**config.mk**
```make
export PLATFORM = sky130hd
export DESIGN_NAME = boot_loader_ctrl
export DESIGN_NICKNAME = d
export VERILOG_FILES = /design/src/rtl/boot_loader_ctrl_pkg.sv /design/src/rtl/loader_addr_gen.sv /design/src/rtl/boot_loader_ctrl.sv
export SDC_FILE = /design/constraint.sdc
export NUM_CORES = 1
export LEC_CHECK = 0
export ABC_AREA = 0
export CORE_AREA = 2 2 147 149
export CTS_CLUSTER_SIZE = 28
export DETAILED_ROUTE_END_ITERATION = 16
export DIE_AREA = 0 0 149 151
export GPL_ROUTABILITY_DRIVEN = 0
export PLACE_DENSITY_LB_ADDON = 0.12
export SKIP_CTS_REPAIR_TIMING = 1
export SLEW_MARGIN = 20
export SYNTH_ARGS = -nofsm -noshare
export SYNTH_HDL_FRONTEND = slang
export SYNTH_SLANG_ARGS = --single-unit
```
**constraint.sdc**
```tcl
create_clock -name clk -period 5.5 [get_ports clk]
set_clock_uncertainty 0.2 [all_clocks]
set_input_delay 0.55 -clock clk [delete_from_list [all_inputs] [get_ports clk]]
set_output_delay 0.55 -clock clk [all_outputs]
set_load 0.005 [all_outputs]
```
**src/rtl/boot_loader_ctrl_pkg.sv**
```systemverilog
// rtl/boot_loader_ctrl_pkg.sv - shared types and header layout for the boot loader
//
// Holds the loader FSM state type and the bit positions of the two word
// counts inside the stream header word. The CHK state exists only when
// LOADER_CHECKSUM_EN is defined.
package boot_loader_ctrl_pkg;

   // Header word layout: {I_CNT[31:16], D_CNT[15:0]}
   localparam int HDR_I_CNT_MSB = 31;
   localparam int HDR_I_CNT_LSB = 16;
   localparam int HDR_D_CNT_MSB = 15;
   localparam int HDR_D_CNT_LSB = 0;
   localparam int CNT_W         = HDR_I_CNT_MSB - HDR_I_CNT_LSB + 1;

   typedef enum logic [2:0] {
      ST_IDLE   = 3'd0,
      ST_HDR    = 3'd1,
      ST_LOAD_I = 3'd2,
      ST_LOAD_D = 3'd3,
      ST_DRAIN  = 3'd4,
      ST_RUN    = 3'd5,
      ST_ERROR  = 3'd6
`ifdef LOADER_CHECKSUM_EN
      , ST_CHK  = 3'd7
`endif
   } state_e;

endpackage

```
**src/rtl/loader_addr_gen.sv**
```systemverilog
// rtl/loader_addr_gen.sv - per-region word counter with byte address and last-word flag
//
// Ports:
//   clk      in   rising-edge clock
//   rst      in   synchronous active-high reset
//   clr_i    in   clear the word counter (start of a new load)
//   inc_i    in   advance to the next word (one word accepted)
//   total_i  in   number of words in this region
//   addr_o   out  byte address of the current word, {count, 2'b00}
//   last_o   out  current word is the final word of the region
module loader_addr_gen #(
   parameter int CW = 10,
   parameter int TW = 16
) (
   input  logic          clk,
   input  logic          rst,
   input  logic          clr_i,
   input  logic          inc_i,
   input  logic [TW-1:0] total_i,
   output logic [CW+1:0] addr_o,
   output logic          last_o
);

   logic [CW-1:0] cnt_q;
   logic [CW-1:0] cnt_d;

   always_comb begin
      cnt_d = cnt_q;
      if (clr_i) begin
         cnt_d = '0;
      end else if (inc_i) begin
         cnt_d = cnt_q + {{(CW-1){1'b0}}, 1'b1};
      end
   end

   always_ff @(posedge clk) begin
      if (rst) begin
         cnt_q <= '0;
      end else begin
         cnt_q <= cnt_d;
      end
   end

   assign addr_o = {cnt_q, 2'b00};
   // Compared in 32 bits so a full-depth region cannot alias through counter wrap.
   assign last_o = (32'(cnt_q) + 32'd1) == 32'(total_i);

endmodule

```
**src/rtl/boot_loader_ctrl.sv**
```systemverilog
// rtl/boot_loader_ctrl.sv - stream-fed boot sequencer filling instruction then data BRAM
//
// Optional feature macro: LOADER_CHECKSUM_EN (adds CHK state and XOR trailer check).
//
// Ports:
//   clk, rst                    clock, synchronous active-high reset
//   start                       1-cycle pulse in IDLE begins a load
//   s_dat/s_valid/s_ready       32-bit word stream, accepted on s_valid & s_ready
//   i_w_addr/dat/enb/byte_enb   instruction BRAM write port
//   d_w_addr/dat/enb/byte_enb   data BRAM write port
//   init_done                   hands data-BRAM write ownership to the CPU
//   pc_stall                    holds the PC until the load has completed
//   i_r_enb, rd_enbl            instruction BRAM / regfile read enables
//   busy                        load in progress (HDR..DRAIN)
//   error                       sticky load failure
module boot_loader_ctrl
   import boot_loader_ctrl_pkg::*;
#(
   parameter int ADDR_WIDTH    = 12,
   parameter int DATA_WIDTH    = 32,
   parameter int I_DEPTH_WORDS = 1024,
   parameter int D_DEPTH_WORDS = 1024
) (
   input  logic                  clk,
   input  logic                  rst,
   input  logic                  start,
   input  logic [DATA_WIDTH-1:0] s_dat,
   input  logic                  s_valid,
   output logic                  s_ready,
   output logic [ADDR_WIDTH-1:0] i_w_addr,
   output logic [DATA_WIDTH-1:0] i_w_dat,
   output logic                  i_w_enb,
   output logic [3:0]            i_w_byte_enb,
   output logic [ADDR_WIDTH-1:0] d_w_addr,
   output logic [DATA_WIDTH-1:0] d_w_dat,
   output logic                  d_w_enb,
   output logic [3:0]            d_w_byte_enb,
   output logic                  init_done,
   output logic                  pc_stall,
   output logic                  i_r_enb,
   output logic                  rd_enbl,
   output logic                  busy,
   output logic                  error
);

   localparam int CW = ADDR_WIDTH - 2;

`ifdef LOADER_CHECKSUM_EN
   localparam state_e ST_TAIL = ST_CHK;
`else
   localparam state_e ST_TAIL = ST_DRAIN;
`endif

   state_e state_q;
   state_e state_d;

   logic                  s_ready_q;
   logic                  busy_q;
   logic                  error_q;
   logic                  pc_stall_q;
   logic                  init_done_q;
   logic                  i_r_enb_q;
   logic                  rd_enbl_q;
   logic [CNT_W-1:0]      icnt_q;
   logic [CNT_W-1:0]      dcnt_q;
   logic [ADDR_WIDTH-1:0] i_w_addr_q;
   logic [DATA_WIDTH-1:0] i_w_dat_q;
   logic                  i_w_enb_q;
   logic [ADDR_WIDTH-1:0] d_w_addr_q;
   logic [DATA_WIDTH-1:0] d_w_dat_q;
   logic                  d_w_enb_q;
`ifdef LOADER_CHECKSUM_EN
   logic [DATA_WIDTH-1:0] chk_q;
`endif

   logic                  accept;
   logic                  hdr_acc;
   logic                  i_inc;
   logic                  d_inc;
   logic [CNT_W-1:0]      hdr_icnt;
   logic [CNT_W-1:0]      hdr_dcnt;
   logic [ADDR_WIDTH-1:0] i_addr;
   logic [ADDR_WIDTH-1:0] d_addr;
   logic                  i_last;
   logic                  d_last;

   assign accept   = s_valid & s_ready_q;
   assign hdr_acc  = accept & (state_q == ST_HDR);
   assign i_inc    = accept & (state_q == ST_LOAD_I);
   assign d_inc    = accept & (state_q == ST_LOAD_D);
   assign hdr_icnt = s_dat[HDR_I_CNT_MSB:HDR_I_CNT_LSB];
   assign hdr_dcnt = s_dat[HDR_D_CNT_MSB:HDR_D_CNT_LSB];

   loader_addr_gen #(.CW(CW), .TW(CNT_W)) u_i_addr (
      .clk     (clk),
      .rst     (rst),
      .clr_i   (hdr_acc),
      .inc_i   (i_inc),
      .total_i (icnt_q),
      .addr_o  (i_addr),
      .last_o  (i_last)
   );

   loader_addr_gen #(.CW(CW), .TW(CNT_W)) u_d_addr (
      .clk     (clk),
      .rst     (rst),
      .clr_i   (hdr_acc),
      .inc_i   (d_inc),
      .total_i (dcnt_q),
      .addr_o  (d_addr),
      .last_o  (d_last)
   );

   always_comb begin
      state_d = state_q;
      case (state_q)
         ST_IDLE: begin
            if (start) state_d = ST_HDR;
         end
         ST_HDR: begin
            if (accept) begin
               if ((32'(hdr_icnt) > I_DEPTH_WORDS) || (32'(hdr_dcnt) > D_DEPTH_WORDS)) begin
                  state_d = ST_ERROR;
               end else if (hdr_icnt != '0) begin
                  state_d = ST_LOAD_I;
               end else if (hdr_dcnt != '0) begin
                  state_d = ST_LOAD_D;
               end else begin
                  state_d = ST_TAIL;
               end
            end
         end
         ST_LOAD_I: begin
            if (accept && i_last) state_d = (dcnt_q != '0) ? ST_LOAD_D : ST_TAIL;
         end
         ST_LOAD_D: begin
            if (accept && d_last) state_d = ST_TAIL;
         end
`ifdef LOADER_CHECKSUM_EN
         ST_CHK: begin
            if (accept) state_d = (s_dat == chk_q) ? ST_DRAIN : ST_ERROR;
         end
`endif
         ST_DRAIN: state_d = ST_RUN;
         default:  state_d = state_q;
      endcase
   end

   always_ff @(posedge clk) begin
      if (rst) begin
         state_q     <= ST_IDLE;
         s_ready_q   <= 1'b0;
         busy_q      <= 1'b0;
         error_q     <= 1'b0;
         pc_stall_q  <= 1'b1;
         init_done_q <= 1'b0;
         i_r_enb_q   <= 1'b0;
         rd_enbl_q   <= 1'b0;
         icnt_q      <= '0;
         dcnt_q      <= '0;
         i_w_addr_q  <= '0;
         i_w_dat_q   <= '0;
         i_w_enb_q   <= 1'b0;
         d_w_addr_q  <= '0;
         d_w_dat_q   <= '0;
         d_w_enb_q   <= 1'b0;
`ifdef LOADER_CHECKSUM_EN
         chk_q       <= '0;
`endif
      end else begin
         state_q <= state_d;
         // Handshake/status follow the next state so s_ready is valid in the state's first cycle.
         busy_q    <= !(state_d inside {ST_IDLE, ST_RUN, ST_ERROR});
         s_ready_q <= !(state_d inside {ST_IDLE, ST_RUN, ST_ERROR, ST_DRAIN});
         error_q   <= (state_d == ST_ERROR);
         // Ownership hand-over lags RUN entry by one cycle, so the last write
         // has fully retired before the CPU takes the data BRAM.
         pc_stall_q  <= (state_q != ST_RUN);
         init_done_q <= (state_q == ST_RUN);
         i_r_enb_q   <= (state_q == ST_RUN);
         rd_enbl_q   <= (state_q == ST_RUN);
         if (hdr_acc) begin
            icnt_q <= hdr_icnt;
            dcnt_q <= hdr_dcnt;
         end
         i_w_enb_q <= i_inc;
         if (i_inc) begin
            i_w_addr_q <= i_addr;
            i_w_dat_q  <= s_dat;
         end
         d_w_enb_q <= d_inc;
         if (d_inc) begin
            d_w_addr_q <= d_addr;
            d_w_dat_q  <= s_dat;
         end
`ifdef LOADER_CHECKSUM_EN
         if (hdr_acc) begin
            chk_q <= s_dat;
         end else if (i_inc || d_inc) begin
            chk_q <= chk_q ^ s_dat;
         end
`endif
      end
   end

   assign s_ready      = s_ready_q;
   assign busy         = busy_q;
   assign error        = error_q;
   assign pc_stall     = pc_stall_q;
   assign init_done    = init_done_q;
   assign i_r_enb      = i_r_enb_q;
   assign rd_enbl      = rd_enbl_q;
   assign i_w_addr     = i_w_addr_q;
   assign i_w_dat      = i_w_dat_q;
   assign i_w_enb      = i_w_enb_q;
   assign i_w_byte_enb = {4{i_w_enb_q}};
   assign d_w_addr     = d_w_addr_q;
   assign d_w_dat      = d_w_dat_q;
   assign d_w_enb      = d_w_enb_q;
   assign d_w_byte_enb = {4{d_w_enb_q}};

endmodule
```
# After elaboration in Yosys (flattened, before gate mapping)
# Cells that the tools add are included.
# W data, S select, Z words.
dict set report classes {
  div_mod_pow 0
  mul 0
  n_shift 0
  magnitude_cmp 2
  eq_ne 11
  n_addsub 4
  n_mux 9
  reduce_logical 13
  bitwise_logic 4
}
# op count
set op_table {}
lappend op_table {{$eq A32 B16 Y1} 2}
lappend op_table {{$reduce_bool A16 Y1} 3}
lappend op_table {{$gt A16 B11 Y1 const B} 2}
lappend op_table {{$mux W3} 8}
lappend op_table {{$add A10 B1 Y11 const B} 2}
lappend op_table {{$add A10 B1 Y10 const B} 2}
lappend op_table {{$eq A3 B3 Y1 const B} 5}
lappend op_table {{$pmux W3 S5} 1}
lappend op_table {{$eq A3 B2 Y1 const B} 2}
lappend op_table {{$logic_not A3 Y1} 2}
lappend op_table {{$and A1 B1 Y1} 4}
lappend op_table {{$reduce_bool A4 Y1} 1}
lappend op_table {{$eq A3 B1 Y1 const B} 1}
lappend op_table {{$ne A3 B3 Y1 const B} 1}
lappend op_table {{$reduce_bool A3 Y1} 1}
lappend op_table {{$logic_and A1 B1 Y1} 2}
lappend op_table {{$logic_not A1 Y1} 2}
lappend op_table {{$reduce_or A2 Y1} 1}
lappend op_table {{$logic_or A1 B1 Y1} 1}
dict set report totals {
  latchBits 0
  romBits 0
  ramBits 0
  n_memories 0
  register_bits 146
  output_inout_bits 105
}

# Longest topological paths before layout
# Gate-level depths: netlist of the first run.
dict set report depth {
  word_depth 9
  mapped_depth 9
  depth_no_buf 9
}

# Cells and area by module
# Synthesis of the first run repeated with hierarchy kept, for this count alone.
dict set report unflattened {
  cells_unflattened 789
  hier_area_um2 6243.5
}
# mod n_inst area_each_um2 cells_each
set by_module_without_submodules {}
lappend by_module_without_submodules {boot_loader_ctrl 1 4764.6 607}
lappend by_module_without_submodules {loader_addr_gen 2 739.5 91}

# Least setup slack after synthesis of the first run
# No wires, ideal clock.
dict set report synth_path {
  kind {input-to-reg}
  startpoint {in s_dat[31]}
  endpoint {reg s_ready_q (netlist: s_ready)}
  setup_slack_ns 2.691
  required_ns 5.168
  stages 8
  arrival_time_ns 2.477
  path_cell_list {or4_4 nor4_4 or4b_1 and4b_1 a21oi_2 o211ai_2 o211ai_2 a21oi_1}
}
dict set report synth_via {
  elab_chain_cells 8
  word_cells_on_any_way 13
}
# element line_no
set synth_rtl {}
lappend synth_rtl {{start: declaration} boot_loader_ctrl.sv:27} ;# input logic [DATA_WIDTH-1:0] s_dat,
lappend synth_rtl {{$gt A16 B11 Y1 or $reduce_bool A16 Y1 (tied branches)} {boot_loader_ctrl.sv:122, boot_loader_ctrl.sv:124}}
lappend synth_rtl {{$logic_or A1 B1 Y1 or $mux W3 (tied branches)} {boot_loader_ctrl.sv:122, boot_loader_ctrl.sv:124}}
lappend synth_rtl {{$mux W3 (*)} boot_loader_ctrl.sv:122} ;# if ((32'(hdr_icnt) > I_DEPTH_WORDS) || (32'(hdr_dcnt) > D_DEPTH_WORDS)) begin
lappend synth_rtl {{$mux W3 (*)} boot_loader_ctrl.sv:121} ;# if (accept) begin
lappend synth_rtl {{$pmux W3 S5 (*)} boot_loader_ctrl.sv:116} ;# case (state_q)
lappend synth_rtl {{$eq A3 B3 Y1 or $logic_not A3 Y1 (tied branches)} boot_loader_ctrl.sv:174} ;# s_ready_q <= !(state_d inside {ST_IDLE, ST_RUN, ST_ERROR, ST_DRAIN});
lappend synth_rtl {{$reduce_bool A4 Y1 (*)} boot_loader_ctrl.sv:174}
lappend synth_rtl {{$logic_not A1 Y1 (*)} boot_loader_ctrl.sv:174}
lappend synth_rtl {{end signal: assignment} boot_loader_ctrl.sv:174}
lappend synth_rtl {{end: declaration} boot_loader_ctrl.sv:57} ;# logic s_ready_q;
# Every way passes the cells marked *; elsewhere a longest branch is shown, timed or not.
# A chain may end at the register's enable or synchronous reset.

# Worst setup path in the final report of the first run
dict set report layout_path {
  startpoint {reg u_d_addr.cnt_q[0]}
  endpoint {reg s_ready_q (netlist: s_ready)}
}
dict set report layout_via {
  elab_chain_cells 8
  word_cells_on_any_way 11
}
# element line_no
set layout_rtl {}
lappend layout_rtl {{start: declaration} loader_addr_gen.sv:24} ;# logic [CW-1:0] cnt_q;
lappend layout_rtl {{start signal: assignment} loader_addr_gen.sv:40} ;# cnt_q <= cnt_d;
lappend layout_rtl {{$add A10 B1 Y11 (*)} loader_addr_gen.sv:46} ;# assign last_o = (32'(cnt_q) + 32'd1) == 32'(total_i);
lappend layout_rtl {{$eq A32 B16 Y1 (*)} loader_addr_gen.sv:46}
lappend layout_rtl {{$logic_and A1 B1 Y1 (*)} boot_loader_ctrl.sv:137} ;# if (accept && d_last) state_d = ST_TAIL;
lappend layout_rtl {{$mux W3 (*)} boot_loader_ctrl.sv:137}
lappend layout_rtl {{$pmux W3 S5 (*)} boot_loader_ctrl.sv:116}
lappend layout_rtl {{$eq A3 B3 Y1 or $logic_not A3 Y1 (tied branches)} boot_loader_ctrl.sv:174}
lappend layout_rtl {{$reduce_bool A4 Y1 (*)} boot_loader_ctrl.sv:174}
lappend layout_rtl {{$logic_not A1 Y1 (*)} boot_loader_ctrl.sv:174}
# Marked as above.

==> results of run 1 <==
==> power groups by stage <==
stage	Combinational (W)	Clock, W	Sequential [W]
final	0.000186	0.00120	0.00110
after global routing	0.000208	0.00128	0.00110
after CTS	0.000188	0.00123	0.00110
after detailed placement	0.000187	0	0.00112
after global placement	0.000187	0	0.00112
after floorplan	0.000109	0	0.00111
==> flip-flops by register name, indices dropped and copies added (netlist names), 3 cells and up <==
name / flops
d_w_addr: 10
d_w_dat: 32
dcnt_q: 16
i_w_addr: 10
i_w_dat: 32
icnt_q: 16
state_q: 3
u_d_addr.cnt_q: 10
u_i_addr.cnt_q: 10
==> worst max-delay path, cell delays in order (launching register included) <==
cell	delay [ns]
dfxtp_1	0.46
ha_1	0.31
nand4_1	0.29
nor3_1	0.32
xor2_1	0.11
or4_1	0.51
o31ai_2	0.31
o211ai_2	0.20
o211ai_2	0.23
a21oi_1	0.08
==> cells in the mapped netlist (2+ instances only) <==
cell / number
nand2_1: 252
dfxtp_1: 146
a21oi_1: 123
clkbuf_1: 47
nor2_1: 38
xnor2_1: 28
nor3_1: 16
buf_4: 15
nor4_1: 13
xor2_1: 12
nand3_1: 11
o21ai_0: 9
and3_1: 8
nand2b_1: 8
or3_1: 8
nand4_1: 7
buf_2: 5
inv_1: 5
o211ai_1: 3
or4_1: 3
a211oi_1: 2
a31oi_1: 2
and3b_1: 2
and4b_1: 2
ha_1: 2
nand4b_1: 2
o211ai_2: 2
o21ai_1: 2
or2_1: 2
==> final cells by class <==
class / instances / area, µm² / area share
tap: 275 / 344.1 / 0.04170
clock buffer: 19 / 452.9 / 0.05490
timing repair buffer: 143 / 1411 / 0.1711
inverter: 6 / 22.52 / 0.002730
multi-input combinational: 581 / 2939 / 0.3562
sequential: 146 / 2923 / 0.3543
clock inverter: 12 / 157.7 / 0.01911
==> metrics by stage <==
step | cell area (µm²) | std cells | setup slack, ns
after floorplan | 6187 | 801 | 2.691
after global placement | 7630 | 1151 | 1.921
after detailed placement | 7630 | 1151 | 1.903
after CTS | 8240 | 1182 | 2.326
after global routing | 8250 | 1182 | 2.080
final | 8250 | 1182 | 2.324
==> cell families after synthesis <==
logic type	synth area share
flip-flops	0.4733
XOR/XNOR	0.05673
AO/OA/AOI/OAI	0.1370
buffers and inverters	0.05673
AND/OR/NAND/NOR	0.2717
adder cells (fa/ha/maj)	0.004051
other	0.0006072
==> path summary, 6_finish.rpt <==
check | from | end | slack, ns | cells past startpoint
worst max-delay path | u_d_addr.cnt_q[0]$_SDFFE_PP0P_ | s_ready$_SDFF_PP0_ | 2.32 | 9
worst min-delay path | i_w_addr[10]$_SDFFE_PP0P_ | i_w_addr[10]$_SDFFE_PP0P_ | 0.25 | 2
worst max register to register | u_d_addr.cnt_q[0]$_SDFFE_PP0P_ | s_ready$_SDFF_PP0_ | 2.32 | 9
worst min register to register | i_w_addr[10]$_SDFFE_PP0P_ | i_w_addr[10]$_SDFFE_PP0P_ | 0.25 | 2
==> metal layers <==
layer | vias to the layer above | share of wire
met5 | - | 0
met2 | 125 | 0.43
met1 | 2528 | 0.51
met3 | 13 | 0.054
li1 | 2844 | -
met4 | 0 | 0.011
==> qor.txt, run 1 <==
status: complete, no violations
DR iter-0 viols: 327
vias post-DR: 5510
initial core utilization: 0.2966
Setup CP Type: register to register
commonest non-fill, non-tap cell in the layout: nand2_1
Least-Margin Pin Slew: 0.9026 ns
hold slack final: 0.2521 ns
EDFF count, synth: 0
worst skew pair latency: 0.42 ns
ANT nets after route: 0
Ports: 141
initial antenna violation count: 0
DP HPWL: 12250 µm
mapped cell area: 6176 µm²
Num CTS Buffers: 17
Comb pwr share: 0.075
critical path launch point type: register
Main synth FF type: dfxtp_1
met2 usage in global routing: 0.2500
DR DRC count: 0
Yosys reg bits: 146
DR WL/cell: 15.54 µm
busiest grt layer: met2
worst path arrival time: 3.24 ns
PD cells: 301.1 nW/µm²
switch share: 0.2389
vias per cell: 4.662
CTS tree: built
FFs w/ async S/R, synth: 0
clk root buf: clkbuf_16
sum of negative setup slack: 0 ns
Flop pwr share: 0.442
vias in the first global route: 5262
pin count of the biggest net entering global routing: 82
Int Pwr: 0.001891 W
Slew Viols, Final: 0
met3 GRT Util: 0.04729
Warnings, synthesis: 0
Die Wd: 149 µm
Layout Utilization: 0.3962
sequential element share of the synthesized area: 0.4733
area share of the leading cell type in the synthesized netlist: 0.4733
Mean Syn Cell Area: 7.739 µm²
clock share of power: 0.483
Final Cycle Share: 0.5775
max-capacitance violation count: 0
Psw: 0.0005934 W
Synth area leader: dfxtp_1
Clock Pin Slew Worst Setup and Hold Paths: 0.06 ns
most frequent cells in the layout: 252 x nand2_1, 146 x dfxtp_1, 135 x clkdlybuf4s50_1
WL final: 18370 µm
share of cells above drive strength 1: 0.05623
final net count: 933
first-pass GRT wire length: 29090 µm
total grt overflow: 0
post-synth cell types: 52
Fmax: 0.3148 GHz
Final min period: 3.176 ns
met1 usage: 0.2362
CP Capture Type: register
Final Total Pwr: 0.002484 W
maximum buffer depth of the clock tree: 2
leakage power: 2.650 nW
Total GRT Usage: 0.1671
Hold WC Path Type: register to register
unrepaired setup endpoints after global routing: false
area grow syn2layout: 33.59%
DIE HEIGHT: 151 µm
Cells after Synth: 798
VDD IR max: 0.0002049 V
Area contributors post-synth: dfxtp_1 47%, nand2_1 15%, a21oi_1 10%
die area: 22500 µm²
WP data required: 5.56 ns
Fillers: 2205
drt pass-1 iters: 4
port buffer count: 136
row cnt: 53
clk sinks: 146
Fin. Hold Viols: 0
# diodes: 0
setup violators final: 0
Critical Path Fanout Max: 7
Rel. slew slack: 0.3983
core area: 20820 µm²
Max H-tree Level: 4
No activity file was read; power rests on OpenSTA's default activity.
==> inputs of run 2 (changes only) <==
==> constraint.sdc (replaced) <==
create_clock -name clk -period 3 [get_ports clk]
set_clock_uncertainty 0.2 [all_clocks]
set_input_delay 0.3 -clock clk [delete_from_list [all_inputs] [get_ports clk]]
set_output_delay 0.3 -clock clk [all_outputs]
set_load 0.005 [all_outputs]
==> run 2 against run 1 <==
Non-clock buffer count up 54. Via count increased by 3.1%. Worst hold slack got worse by 0.039 ns.
==> qor.txt, run 2 (synthesis gave the netlist of run 1 again) <==
die area: 22500 µm² (unchanged)
WL final: 18670 µm (was 18370 µm)
core area: 20820 µm² (unchanged)
max incr delay on CP: 0.60 ns (was 0.51 ns)
Total GRT Usage: 0.1714 (was 0.1671)
Critical Path Fanout Max: 5 (was 7)
Layout Utilization: 0.4135 (was 0.3962)
initial core utilization: 0.2966 (unchanged)
clock share of power: 0.457 (was 0.483)
max-capacitance violation count: 0 (unchanged)
Final min period: 2.833 ns
Flop pwr share: 0.455 (was 0.442)
hold slack final: 0.2133 ns (was 0.2521 ns)
first-pass GRT wire length: 29950 µm (was 29090 µm)
Top Metal Used: met4 (unchanged)
initial antenna violation count: 0 (unchanged)
DR WL met2: 7878 µm (was 7879 µm)
Slew Viols, Final: 0 (unchanged)
port buffer count: 136 (unchanged)
Hold WC Path Type: input pin to register (was register to register)
vias post-DR: 5681 (was 5510)
Max H-tree Level: 4 (unchanged)
ANT nets after route: 0 (unchanged)
vias per cell: 4.596 (was 4.662)
DP HPWL: 12920 µm (was 12250 µm)
area of placed instances: 8035 µm² (was 7630 µm²)
CTS tree: built (unchanged)
clk sinks: 146 (unchanged)
WP data required: 3.09 ns (was 5.56 ns)
vias in the first global route: 5420 (was 5262)
DR iter-0 viols: 264 (was 327)
met3 wire len: 895 µm (was 993 µm)
clk root buf: clkbuf_16 (unchanged)
final net count: 987 (was 933)
share of cells above drive strength 1: 0.1124 (was 0.05623)
worst path arrival time: 2.92 ns (was 3.24 ns)
Fin. Hold Viols: 0 (unchanged)
Rel. slew slack: 0.5219 (was 0.3983)
Setup CP Type: input pin to register (was register to register)
VDD IR max: 0.0003459 V (was 0.0002049 V)
worst flop-to-flop path startpoint: dcnt_q[11]$_SDFFE_PP0P_ (was u_d_addr.cnt_q[0]$_SDFFE_PP0P_)
slowest CP cell: or4_4 (was or4_1)
commonest non-fill, non-tap cell in the layout: nand2_1 (unchanged)
dpl cells: 1205 (was 1151)
switch share: 0.2514 (was 0.2389)
M1 WL: 9645 µm (was 9298 µm)
DR DRC count: 0 (unchanged)
critical path launch point type: input pin (was register)
CP Capture Type: register (unchanged)
Clock Pin Slew Worst Setup and Hold Paths: 0.06 ns (about the same)
Fmax: 0.3529 GHz
Ports: 141 (unchanged)
Comb pwr share: 0.088 (was 0.075)
setup violators final: 0 (unchanged)
status: complete, no violations (unchanged)
Cell Count, Final, Fillers Out: 1236 (was 1182)
critical-path cell list: clkdlybuf4s50_1, or4_4, nor4_4, or4b_1, and4b_1, a21oi_2, o211ai_2, o211ai_2, o2bb2ai_1 (was ha_1, nand4_1, nor3_1, xor2_1, or4_1, o31ai_2, o211ai_2, o211ai_2, a21oi_1)
pin count of the biggest net entering global routing: 64 (was 82)
most frequent cells in the layout: 252 x nand2_1, 145 x dfxtp_1, 135 x clkdlybuf4s50_1 (was 252 x nand2_1, 146 x dfxtp_1, 135 x clkdlybuf4s50_1)
worst skew pair latency: 0.43 ns (was 0.42 ns)
maximum buffer depth of the clock tree: 2 (unchanged)
Die Wd: 149 µm (unchanged)
Final Cycle Share: 0.9445
unrepaired setup endpoints after global routing: false (unchanged)
# diodes: 0 (unchanged)
total grt overflow: 0 (unchanged)
leakage power: 2.883 nW (was 2.650 nW)
Int Pwr: 0.003304 W (was 0.001891 W)
DIE HEIGHT: 151 µm (unchanged)
fin area: 8610 µm² (was 8250 µm²)
area grow syn2layout: 39.40% (was 33.59%)
PD cells: 512.7 nW/µm² (was 301.1 nW/µm²)
CP Launch Point: s_dat[31] (was u_d_addr.cnt_q[0]$_SDFFE_PP0P_)
row cnt: 53 (unchanged)
Num CTS Buffers: 17 (unchanged)
FF-to-FF setup slack: 0.20 ns (was 2.32 ns)
Least-Margin Pin Slew: 0.7171 ns (was 0.9026 ns)
drt pass-1 iters: 4 (unchanged)
Crit path top cell by count: o211ai_2 (unchanged)
Psw: 0.001110 W (was 0.0005934 W)
DR WL/cell: 15.10 µm (was 15.54 µm)
worst hold start: rst (was i_w_addr[10]$_SDFFE_PP0P_)
run 2: path summary, 6_finish.rpt:
path,depth (start not counted),to
setup / recovery,9,busy$_SDFF_PP0_
hold / removal,2,d_w_enb$_SDFF_PP0_
setup reg to reg,8,busy$_SDFF_PP0_
hold reg to reg,2,i_w_addr[9]$_SDFFE_PP0P_
run 2: final cells by class:
cell class,instances,area (µm²)
clock buffers,18,439.2
well taps,275,344.1
inverters,6,22.52
flip-flops and latches,146,2924
clock inverters,13,113.9
repair buffers,197,1817
multi-input cells,581,2949
fillers,2237,12210
run 2: power groups by stage:
stage	combinational [W]	clock [W]	sequential, W
2_1_floorplan	0.000199	0	0.00204
3_3_place_gp	0.000392	0	0.00205
4_1_cts	0.000392	0.00207	0.00201
3_5_place_dp	0.000390	0	0.00205
5_1_grt	0.000430	0.00217	0.00201
6_report	0.000390	0.00202	0.00201
run 2: worst max-delay path, delay by kind of cell:
kind	cells	cell delay, ns
AND/OR/NAND/NOR	4	1.53
AO/OA/AOI/OAI	4	0.60
buffers and inverters	1	0.51
run 2: layer usage:
| metal | track usage | up-vias |
|---|---|---|
| li1 | - | 2945 |
| met1 | 0.2449 | 2603 |
| met2 | 0.2509 | 117 |
| met3 | 0.04398 | 16 |
| met4 | 0.05667 | 0 |
| met5 | 0 | - |
run 2: per-stage QoR:
step / power (W) / setup WS [ns] / TNS, ns
finish: 0.004414 / 0.1666 / 0
global route: 0.004612 / 0.002315 / 0
CTS: 0.004472 / 0.1029 / 0
detailed placement: 0.002441 / -0.2908 / -0.8634
global placement: 0.002444 / -0.2702 / -0.7857
floorplan: 0.002237 / 0.3127 / 0
==> inputs of run 3 (changes only) <==
--- a/config.mk
+++ b/config.mk
@@ -6,14 +6,16 @@
 export NUM_CORES = 1
 export LEC_CHECK = 0
 export ABC_AREA = 0
+export CAP_MARGIN = 0
 export CORE_AREA = 2 2 147 149
+export CTS_BUF_LIST = sky130_fd_sc_hd__clkbuf_8
 export CTS_CLUSTER_SIZE = 28
 export DETAILED_ROUTE_END_ITERATION = 16
 export DIE_AREA = 0 0 149 151
 export GPL_ROUTABILITY_DRIVEN = 0
 export PLACE_DENSITY_LB_ADDON = 0.12
 export SKIP_CTS_REPAIR_TIMING = 1
-export SLEW_MARGIN = 20
+export SLEW_MARGIN = 5
 export SYNTH_ARGS = -nofsm -noshare
 export SYNTH_HDL_FRONTEND = slang
 export SYNTH_SLANG_ARGS = --single-unit
==> run 3 against run 2 <==
Utilization fell by 0.92 points. Non-clock buffer count did not move. Total power fell by 13%. Sequential share of layout area rose by 0.77 points. Sequential power barely moved. First-iteration DRC count rose by 7.2%. Worst setup slack improved by 0.044 ns. Highest routed layer unchanged.
==> qor.txt, run 3 (synthesis gave the netlist of run 1 again) <==
status: complete, no violations (unchanged)
DR WL/cell: 15.03 µm (was 15.10 µm)
DR DRC count: 0 (unchanged)
most frequent cells in the layout: 252 x nand2_1, 145 x dfxtp_1, 135 x clkdlybuf4s50_1 (unchanged)
setup violators final: 0 (unchanged)
WL final: 18580 µm (was 18670 µm)
first-pass GRT wire length: 29800 µm (was 29950 µm)
Fin. Hold Viols: 0 (unchanged)
Rel. slew slack: 0.5266 (was 0.5219)
die area: 22500 µm² (unchanged)
CTS tree: built (unchanged)
DP HPWL: 12920 µm (unchanged)
maximum buffer depth of the clock tree: 2 (unchanged)
VDD IR max: 0.0002434 V (was 0.0003459 V)
DR iter-0 viols: 283 (was 264)
row cnt: 53 (unchanged)
Num CTS Buffers: 17 (unchanged)
final net count: 987 (unchanged)
worst path arrival time: 2.91 ns (was 2.92 ns)
max-capacitance violation count: 0 (unchanged)
Max H-tree Level: 4 (unchanged)
core area: 20820 µm² (unchanged)
Total GRT Usage: 0.1698 (was 0.1714)
Fillers: 2257 (was 2237)
ANT nets after route: 0 (unchanged)
# diodes: 0 (unchanged)
Hold WC Path Type: input pin to register (unchanged)
Die Wd: 149 µm (unchanged)
critical-path cell list: clkdlybuf4s50_1, or4_4, nor4_4, or4b_1, and4b_1, a21oi_2, o211ai_2, o211ai_2, o2bb2ai_1 (unchanged)
dpl cells: 1205 (unchanged)
Setup CP Type: input pin to register (unchanged)
Ports: 141 (unchanged)
drt pass-1 iters: 4 (unchanged)
Final min period: 2.789 ns (was 2.833 ns)
area occupied by multi-input gates: 2949 µm² (unchanged)
Cell Count, Final, Fillers Out: 1236 (unchanged)
critical path launch point type: input pin (unchanged)
Crit path top cell by count: o211ai_2 (unchanged)
area of placed instances: 8035 µm² (unchanged)
Slew Viols, Final: 0 (unchanged)
total grt overflow: 0 (unchanged)
CP Capture Type: register (unchanged)
commonest non-fill, non-tap cell in the layout: nand2_1 (unchanged)
clk root buf: clkbuf_8 (was clkbuf_16)
clk sinks: 146 (unchanged)
Clock Pin Slew Worst Setup and Hold Paths: 0.09 ns (was 0.06 ns)
port buffer count: 136 (unchanged)
initial antenna violation count: 0 (unchanged)
PD cells: 457.5 nW/µm² (was 512.7 nW/µm²)
area grow syn2layout: 36.30% (was 39.40%)
Final Cycle Share: 0.9297 (was 0.9445)
vias post-DR: 5668 (was 5681)
DIE HEIGHT: 151 µm (unchanged)
Least-Margin Pin Slew: 0.7101 ns (was 0.7171 ns)
vias in the first global route: 5400 (was 5420)
unrepaired setup endpoints after global routing: false (unchanged)
register area: 2924 µm² (unchanged)
Fmax: 0.3586 GHz (was 0.3529 GHz)
vias per cell: 4.586 (was 4.596)
Critical Path Fanout Max: 5 (unchanged)
max incr delay on CP: 0.59 ns (was 0.60 ns)
worst skew pair latency: 0.45 ns (was 0.43 ns)
pin count of the biggest net entering global routing: 64 (unchanged)
share of cells above drive strength 1: 0.1124 (unchanged)
initial core utilization: 0.2966 (unchanged)
fin area: 8418 µm² (was 8610 µm²)
hold slack final: 0.1815 ns (was 0.2133 ns)
slowest CP cell: or4_4 (unchanged)
leakage power: 2.795 nW (was 2.883 nW)
WP data required: 3.12 ns (was 3.09 ns)
[run 3: final timing paths]
path	from	to	slack, ns	cells after the start
worst min-delay path	rst	d_w_enb$_SDFF_PP0_	0.18	2
worst min register to register	i_w_addr[9]$_SDFFE_PP0P_	i_w_addr[9]$_SDFFE_PP0P_	0.25	2
worst max register to register	dcnt_q[11]$_SDFFE_PP0P_	busy$_SDFF_PP0_	0.21	8
worst max-delay path	s_dat[31]	busy$_SDFF_PP0_	0.21	9
[run 3: layout make-up]
type / instances / share of cell area
Timing Repair Buffer: 197 / 0.2158
Tap cell: 275 / 0.04087
Clock buffer: 18 / 0.02943
Multi-Input combinational cell: 581 / 0.3503
Clock inverter: 13 / 0.01353
Inverter: 6 / 0.002675
Sequential cell: 146 / 0.3474
[run 3: per-stage QoR]
stage	setup TNS (ns)	total power [W]	utilization	setup slack, ns
3_3_place_gp	-0.7857	0.002444	0.3859	-0.2702
4_1_cts	0	0.003912	0.4033	0.1019
3_5_place_dp	-0.8634	0.002441	0.3859	-0.2908
6_report	0	0.003851	0.4043	0.2110
5_1_grt	0	0.004042	0.4043	0.004029
2_1_floorplan	0	0.002237	-	0.3127
[run 3: report_power, final]
group	switching, W	total, W	internal [W]	leakage, nW
Clock	0.000787	0.00146	0.000669	0.173
Combinational	0.000214	0.000389	0.000175	1.44
Sequential	0.0000340	0.00201	0.00197	1.18
Total	0.00104	0.00385	0.00282	2.80
[run 3: worst max-delay path: cells and delay by family]
kind | cells | cell delay [ns]
and+or+nand+nor | 4 | 1.52
AOI/OAI and AO/OA | 4 | 0.59
buffers and inverters | 1 | 0.51
[run 3: layer usage]
metal  vias to the layer above  global-route usage  routed length [µm]
met5                         -                   0                   0
met4                         0             0.04143                 157
met3                        14             0.04819                1007
met2                       112              0.2530                7966
met1                      2598              0.2417                9447
li1                       2944                   -                   -
==> variant 1, RTL diff (settings of run 3) <==
Set the parameter `ADDR_WIDTH` to 13 (it was 12).
--- a/src/rtl/boot_loader_ctrl.sv
+++ b/src/rtl/boot_loader_ctrl.sv
@@ -17,5 +17,5 @@
    import boot_loader_ctrl_pkg::*;
 #(
-   parameter int ADDR_WIDTH    = 12,
+   parameter int ADDR_WIDTH    = 13,
    parameter int DATA_WIDTH    = 32,
    parameter int I_DEPTH_WORDS = 1024,
Interface: changed (resized d_w_addr and i_w_addr); port bits go from 141 to 143. The function was not compared with the original's and may differ.
==> variant 1 against run 3 <==
Routed wire length grew 4.0%; worst setup slack lost 0.098 ns; design area grew 3.2%; die area is the same; area after synthesis grew 2.6%; total power grew 3.7%; cell count grew 2.1%; via count grew 5.3%; sequential cell count grew 4; critical path type unchanged.
==> variant 1: results (changes against run 3) <==
[cts]
htreeDepth = 4  ; unchanged
cts_root_buf = clkbuf_8  ; unchanged
path_clk_slew_ns = 0.09  ; about the same
cts_buffer_depth = 2  ; unchanged
cts_buffers = 17  ; unchanged
insertion_delay_ns = 0.46

[detailed_routing]
drt_first_pass_iters = 5  ; was 4
drt-initial-drc-count = 406  ; was 283
wire_per_inst_um = 15.30  ; was 15.03 um
num_vias = 5966  ; was 5668
avgViaCountPerCell = 4.727  ; was 4.586

[place]
dp_hpwl_um = 13410  ; was 12920 um
io_buffers = 138  ; was 136
placed_cell_area_um2 = 8212  ; was 8035 um^2
dp_cells = 1226  ; was 1205

[global_routing]
grt.met2_usage_pct = 23.85  ; was 25.30%
use_met3_pct = 5.663  ; was 4.819%
use_met1_pct = 26.36  ; was 24.17%
grt_max_degree = 87  ; was 64
grt_pass1_wl_um = 30900  ; was 29800 um
grt_pass1_vias = 5589  ; was 5400
antenna_found_initial = 0  ; unchanged
grt_util_all_layers_pct = 17.60  ; was 16.98%

[worst_setup_path]
crit_fanout = 3  ; was 5
crit_arrival_ns = 3.07  ; was 2.91 ns
max_stage_delay_ns = 0.56  ; was 0.59 ns
cpMaxStageDelayCell = clkdlybuf4s50_1  ; was or4_4

[layout]
fin_nets = 1012  ; was 987
fill_cells = 2208  ; was 2257
drive_above_1_share_pct = 11.04  ; was 11.24%
stdcell_area_um2 = 8688  ; was 8418 um^2
antennaDiodeCount = 0  ; unchanged

[power_and_ir_drop]
p_int_uw = 2933  ; was 2816 uW
p_leak_uw = 0.002935  ; was 0.002795 uW
vdd_drop_max_mv = 0.2535  ; was 0.2434 mV

[logic_synthesis]
ys_top_cells_by_count = nand2_1, dfxtp_1, a21oi_1  ; unchanged
synth-warning-count = 0  ; unchanged
avgSynthCellArea_um2 = 7.686  ; was 7.739 um^2
synth.distinct_cells = 51  ; was 52
ys_async_sr_fraction_pct = 0  ; unchanged
synth.area.top_cells = dfxtp_1, nand2_1, a21oi_1  ; unchanged
synth-seq-area-share_pct = 47.41  ; was 47.33%

[timing]
worst_slew_pin_slew_ns = 0.5110  ; was 0.7101 ns

[hold_path]
hold_class = input port to flip-flop  ; unchanged

[outcome]
outcome = complete, no violations  ; unchanged

==> variant 1: cell types whose count changed in the layout (fill, tap and decap cells not counted), sizes merged, moves of 6 or more <==
cell / delta
xor2: +10
nor3: -8
nand2: +6
xnor2: -6
nand4: +6
a21oi: +7
==> variant 1: cell type report <==
| cell class | instances | area share (%) |
|---|---|---|
| Clock inverter | 14 | 1.901 |
| Multi-Input combinational cell | 601 | 35.07 |
| Clock buffer | 18 | 2.851 |
| Tap cell | 275 | 3.960 |
| Inverter | 7 | 0.3024 |
| Timing Repair Buffer | 197 | 21.26 |
| Sequential cell | 150 | 34.66 |
==> variant 1: worst max-delay path, delay by kind of cell <==
| kind | cells | cell delay, ns |
|---|---|---|
| AO/OA/AOI/OAI | 4 | 0.77 |
| buffers and inverters | 1 | 0.56 |
| AND/OR/NAND/NOR | 3 | 1.43 |
==> variant 1: metrics by stage <==
| step | setup slack, ns | power [uW] |
|---|---|---|
| 2_1_floorplan | 0.2669 | 2217 |
| 3_3_place_gp | -0.3325 | 2391 |
| 3_5_place_dp | -0.3149 | 2390 |
| 4_1_cts | 0.03286 | 4058 |
| 5_1_grt | -0.003830 | 4169 |
| 6_report | 0.1133 | 3994 |
==> variant 1: worst paths after layout <==
| path | from | to | slack, ns | depth (start not counted) |
|---|---|---|---|---|
| worst max register to register | u_d_addr.cnt_q[1]$_SDFFE_PP0P_ | error$_SDFF_PP0_ | 0.18 | 11 |
| worst min register to register | d_w_addr[8]$_SDFFE_PP0P_ | d_w_addr[8]$_SDFFE_PP0P_ | 0.25 | 2 |
| worst max-delay path | s_dat[31] | s_ready$_SDFF_PP0_ | 0.11 | 8 |
| worst min-delay path | rst | state_q[0]$_SDFF_PP0_ | 0.09 | 2 |
==> variant 1: layer usage <==
| layer | up-vias | share of wire, % |
|---|---|---|
| li1 | 3041 | - |
| met1 | 2768 | 52 |
| met2 | 140 | 40 |
| met3 | 17 | 6.6 |
| met4 | 0 | 1.1 |
| met5 | - | 0 |
==> variant 1: kinds of logic after synthesis <==
group | share of synthesized area, %
buffers and inverters | 5.413
AO/OA/AOI/OAI | 14.84
flip-flops | 47.41
multiplexers | 0.1580
other | 0.05921
XOR/XNOR | 6.084
adder cells (fa/ha/maj) | 0.3950
AND/OR/NAND/NOR | 25.64
==> variant 1: power by group through the flow <==
stage / Combinational, uW / Clock [uW] / Sequential, uW
finish: 302 / 1650 / 2040
global route: 334 / 1790 / 2040
CTS: 303 / 1710 / 2040
detailed placement: 302 / 0 / 2090
global placement: 302 / 0 / 2090
floorplan: 142 / 0 / 2070
==> variant 2, RTL diff (settings of run 3) <==
Without the edit above. Reset style: asynchronous (`rst`), changed in 2 clocked blocks. Comments in the files are not updated.
--- a/src/rtl/loader_addr_gen.sv
+++ b/src/rtl/loader_addr_gen.sv
@@ -34,5 +34,5 @@
    end
 
-   always_ff @(posedge clk) begin
+   always_ff @(posedge clk or posedge rst) begin
       if (rst) begin
          cnt_q <= '0;
--- a/src/rtl/boot_loader_ctrl.sv
+++ b/src/rtl/boot_loader_ctrl.sv
@@ -147,5 +147,5 @@
    end
 
-   always_ff @(posedge clk) begin
+   always_ff @(posedge clk or posedge rst) begin
       if (rst) begin
          state_q     <= ST_IDLE;
Check against the original RTL: differs if rst is asserted again (counterexample within 4 cycles, from zero or initial values and one cycle with rst high); with rst held inactive, the same outputs for 10 cycles.
==> variant 2 against run 3 <==
The flow now finishes with violations (setup timing); area after synthesis rose by 11%; routed wire length rose by 7.4%; sequential cell count did not move; synthesized cell count fell by 7.0%; design area rose by 12%; worst setup slack got worse by 0.27 ns; critical endpoint is now error$_DFF_PP0_; largest cell class is now flip-flops and latches.
Power is not compared: it rests on default switching activity, and its combinational part moved more than twofold at a synthesized area within 25%.
==> variant 2: results (changes against run 3) <==
[cts]
cts_root_buf = clkbuf_8  ; unchanged
insertion_delay_ns = 0.46
cts_buffers = 17  ; unchanged
htreeDepth = 4  ; unchanged
cts_buffer_depth = 2  ; unchanged
path_clk_slew_ns = 0.09  ; about the same

[detailed_routing]
avgViaCountPerCell = 4.859  ; was 4.586
route.met2.wl_um = 9953  ; was 7966 um
ant_nets = 0  ; unchanged
wl_met1_um = 8958  ; was 9447 um
routed.top_layer = met4  ; unchanged
drt-initial-drc-count = 303  ; was 283
met3RoutedLength_um = 841  ; was 1007 um
wire_per_inst_um = 16.51  ; was 15.03 um
drt_first_pass_iters = 6  ; was 4

[timing]
fin_setup_tns_ns = -0.07621  ; was 0 ns
finalSetupViolations = 2  ; was 0
fin_ws_ns = -0.05635  ; was 0.2110 ns
worst_slew_pin_slew_ns = 0.7351  ; was 0.7101 ns

[logic_synthesis]
ys_top_cells_by_count = nand2_1, dfrtp_1, clkbuf_1, mux2_2, o21ai_0  ; was nand2_1, dfxtp_1, a21oi_1
synth_xor_area_share_pct = 2.951  ; was 5.673%
ys_async_sr_fraction_pct = 100.0  ; was 0%
synth-seq-area-share_pct = 53.55  ; was 47.33%
synth_compound_area_share_pct = 7.369  ; was 13.70%
synth_top_flop_cell = dfrtp_1  ; was dfxtp_1
synth.area.top_cells = dfrtp_1, nand2_1, mux2_2  ; was dfxtp_1, nand2_1, a21oi_1
synth-warning-count = 0  ; unchanged
synth_mux_area_share_pct = 5.555  ; was 0%
synth.distinct_cells = 58  ; was 52
yosys.area_share.adder_pct = 0.3666  ; was 0.4052%

[global_routing]
grt_pass1_wl_um = 31820  ; was 29800 um
grt_util_all_layers_pct = 18.40  ; was 16.98%
grt_pass1_vias = 5832  ; was 5400
grt_max_degree = 57  ; was 64
antenna_found_initial = 0  ; unchanged

[place]
io_buffers = 136  ; unchanged
dpl_worst_slack_ns = -0.3321  ; was -0.2908 ns
dp_hpwl_um = 14040  ; was 12920 um

[worst_setup_path]
crit_arrival_ns = 3.20  ; was 2.91 ns
crit_fanout = 3  ; was 5
max_stage_delay_ns = 0.52  ; was 0.59 ns
cpMaxStageDelayCell = or4_4  ; unchanged
cp_top_family = simple AND/OR/NAND/NOR gates  ; unchanged

[power_and_ir_drop]
p_int_uw = 5285
vdd_drop_max_mv = 0.3222
p_leak_uw = 0.004302

[layout]
antennaDiodeCount = 0  ; unchanged
drive_above_1_share_pct = 18.22  ; was 11.24%
fin_nets = 958  ; was 987

[hold_path]
hold_class = input port to asynchronous set/reset pin  ; was input port to flip-flop

[outcome]
violations = setup timing
outcome = complete, but fails checks  ; was complete, no violations

==> variant 2: cell types whose count changed in the layout (fill, tap and decap cells not counted), sizes merged, moves of 11 or more <==
cell,run 3,this run
nor2,38,26
dfxtp,146,0
dfrtp,0,145
mux2,0,31
a21oi,124,11
nand2,252,277
xnor2,28,14
o21ai,11,31
buf,62,73
==> variant 2: power groups by stage <==
stage	clock [uW]	combinational, uW	sequential [uW]
final	1700	2940	3260
after global routing	1850	3250	3370
after CTS	1750	2810	3260
after detailed placement	0	2800	3280
after global placement	0	2770	3270
after floorplan	0	1320	3180
==> variant 2: kinds of logic (layout without fill, tap and decap cells) <==
group	Yosys count	after routing
xor gates and xnor gates	23	23
buffers and inverters	60	248
adders and majority gates	2	2
other	1	4
DFF	146	146
AOI/OAI and AO/OA	78	78
and+or+nand+nor	398	398
muxes	34	34
==> variant 2: worst paths after layout <==
check,endpoint,cells after the start,slack [ns],from
worst max-delay path,error$_DFF_PP0_,9,-0.06,u_d_addr.cnt_q[1]$_DFFE_PP0P_
worst min-delay path,i_w_dat[30]$_DFFE_PP0P_,2,0.11,rst
worst max register to register,error$_DFF_PP0_,9,-0.06,u_d_addr.cnt_q[1]$_DFFE_PP0P_
worst min register to register,d_w_dat[27]$_DFFE_PP0P_,2,0.28,d_w_dat[27]$_DFFE_PP0P_
max in group asynchronous,pc_stall$_DFF_PP1_,3,1.75,rst
min in group clk,d_w_dat[27]$_DFFE_PP0P_,2,0.28,d_w_dat[27]$_DFFE_PP0P_
==> variant 2: metrics by stage <==
step           cell area (um^2)  total power, uW  cells
3_3_place_gp               8851             6031   1171
2_1_floorplan              6859             4504    745
6_report                   9413             7904   1208
5_1_grt                    9413             8475   1208
3_5_place_dp               8851             6078   1171
4_1_cts                    9286             7818   1203
==> variant 2: cell type report <==
type,count,area (um^2)
fillers,2029,11410
inverters,7,30.03
well taps,275,344.1
flip-flops and latches,146,3655
repair buffers,209,1947
clock inverters,13,173.9
clock buffers,19,261.5
multi-input cells,539,3002
==> variant 2: metal layers <==
| metal | vias to the layer above | GRT usage, % |
|---|---|---|
| met4 | 0 | 5.524 |
| li1 | 2838 | - |
| met2 | 144 | 31.08 |
| met5 | - | 0 |
| met3 | 16 | 3.916 |
| met1 | 2872 | 23.83 |
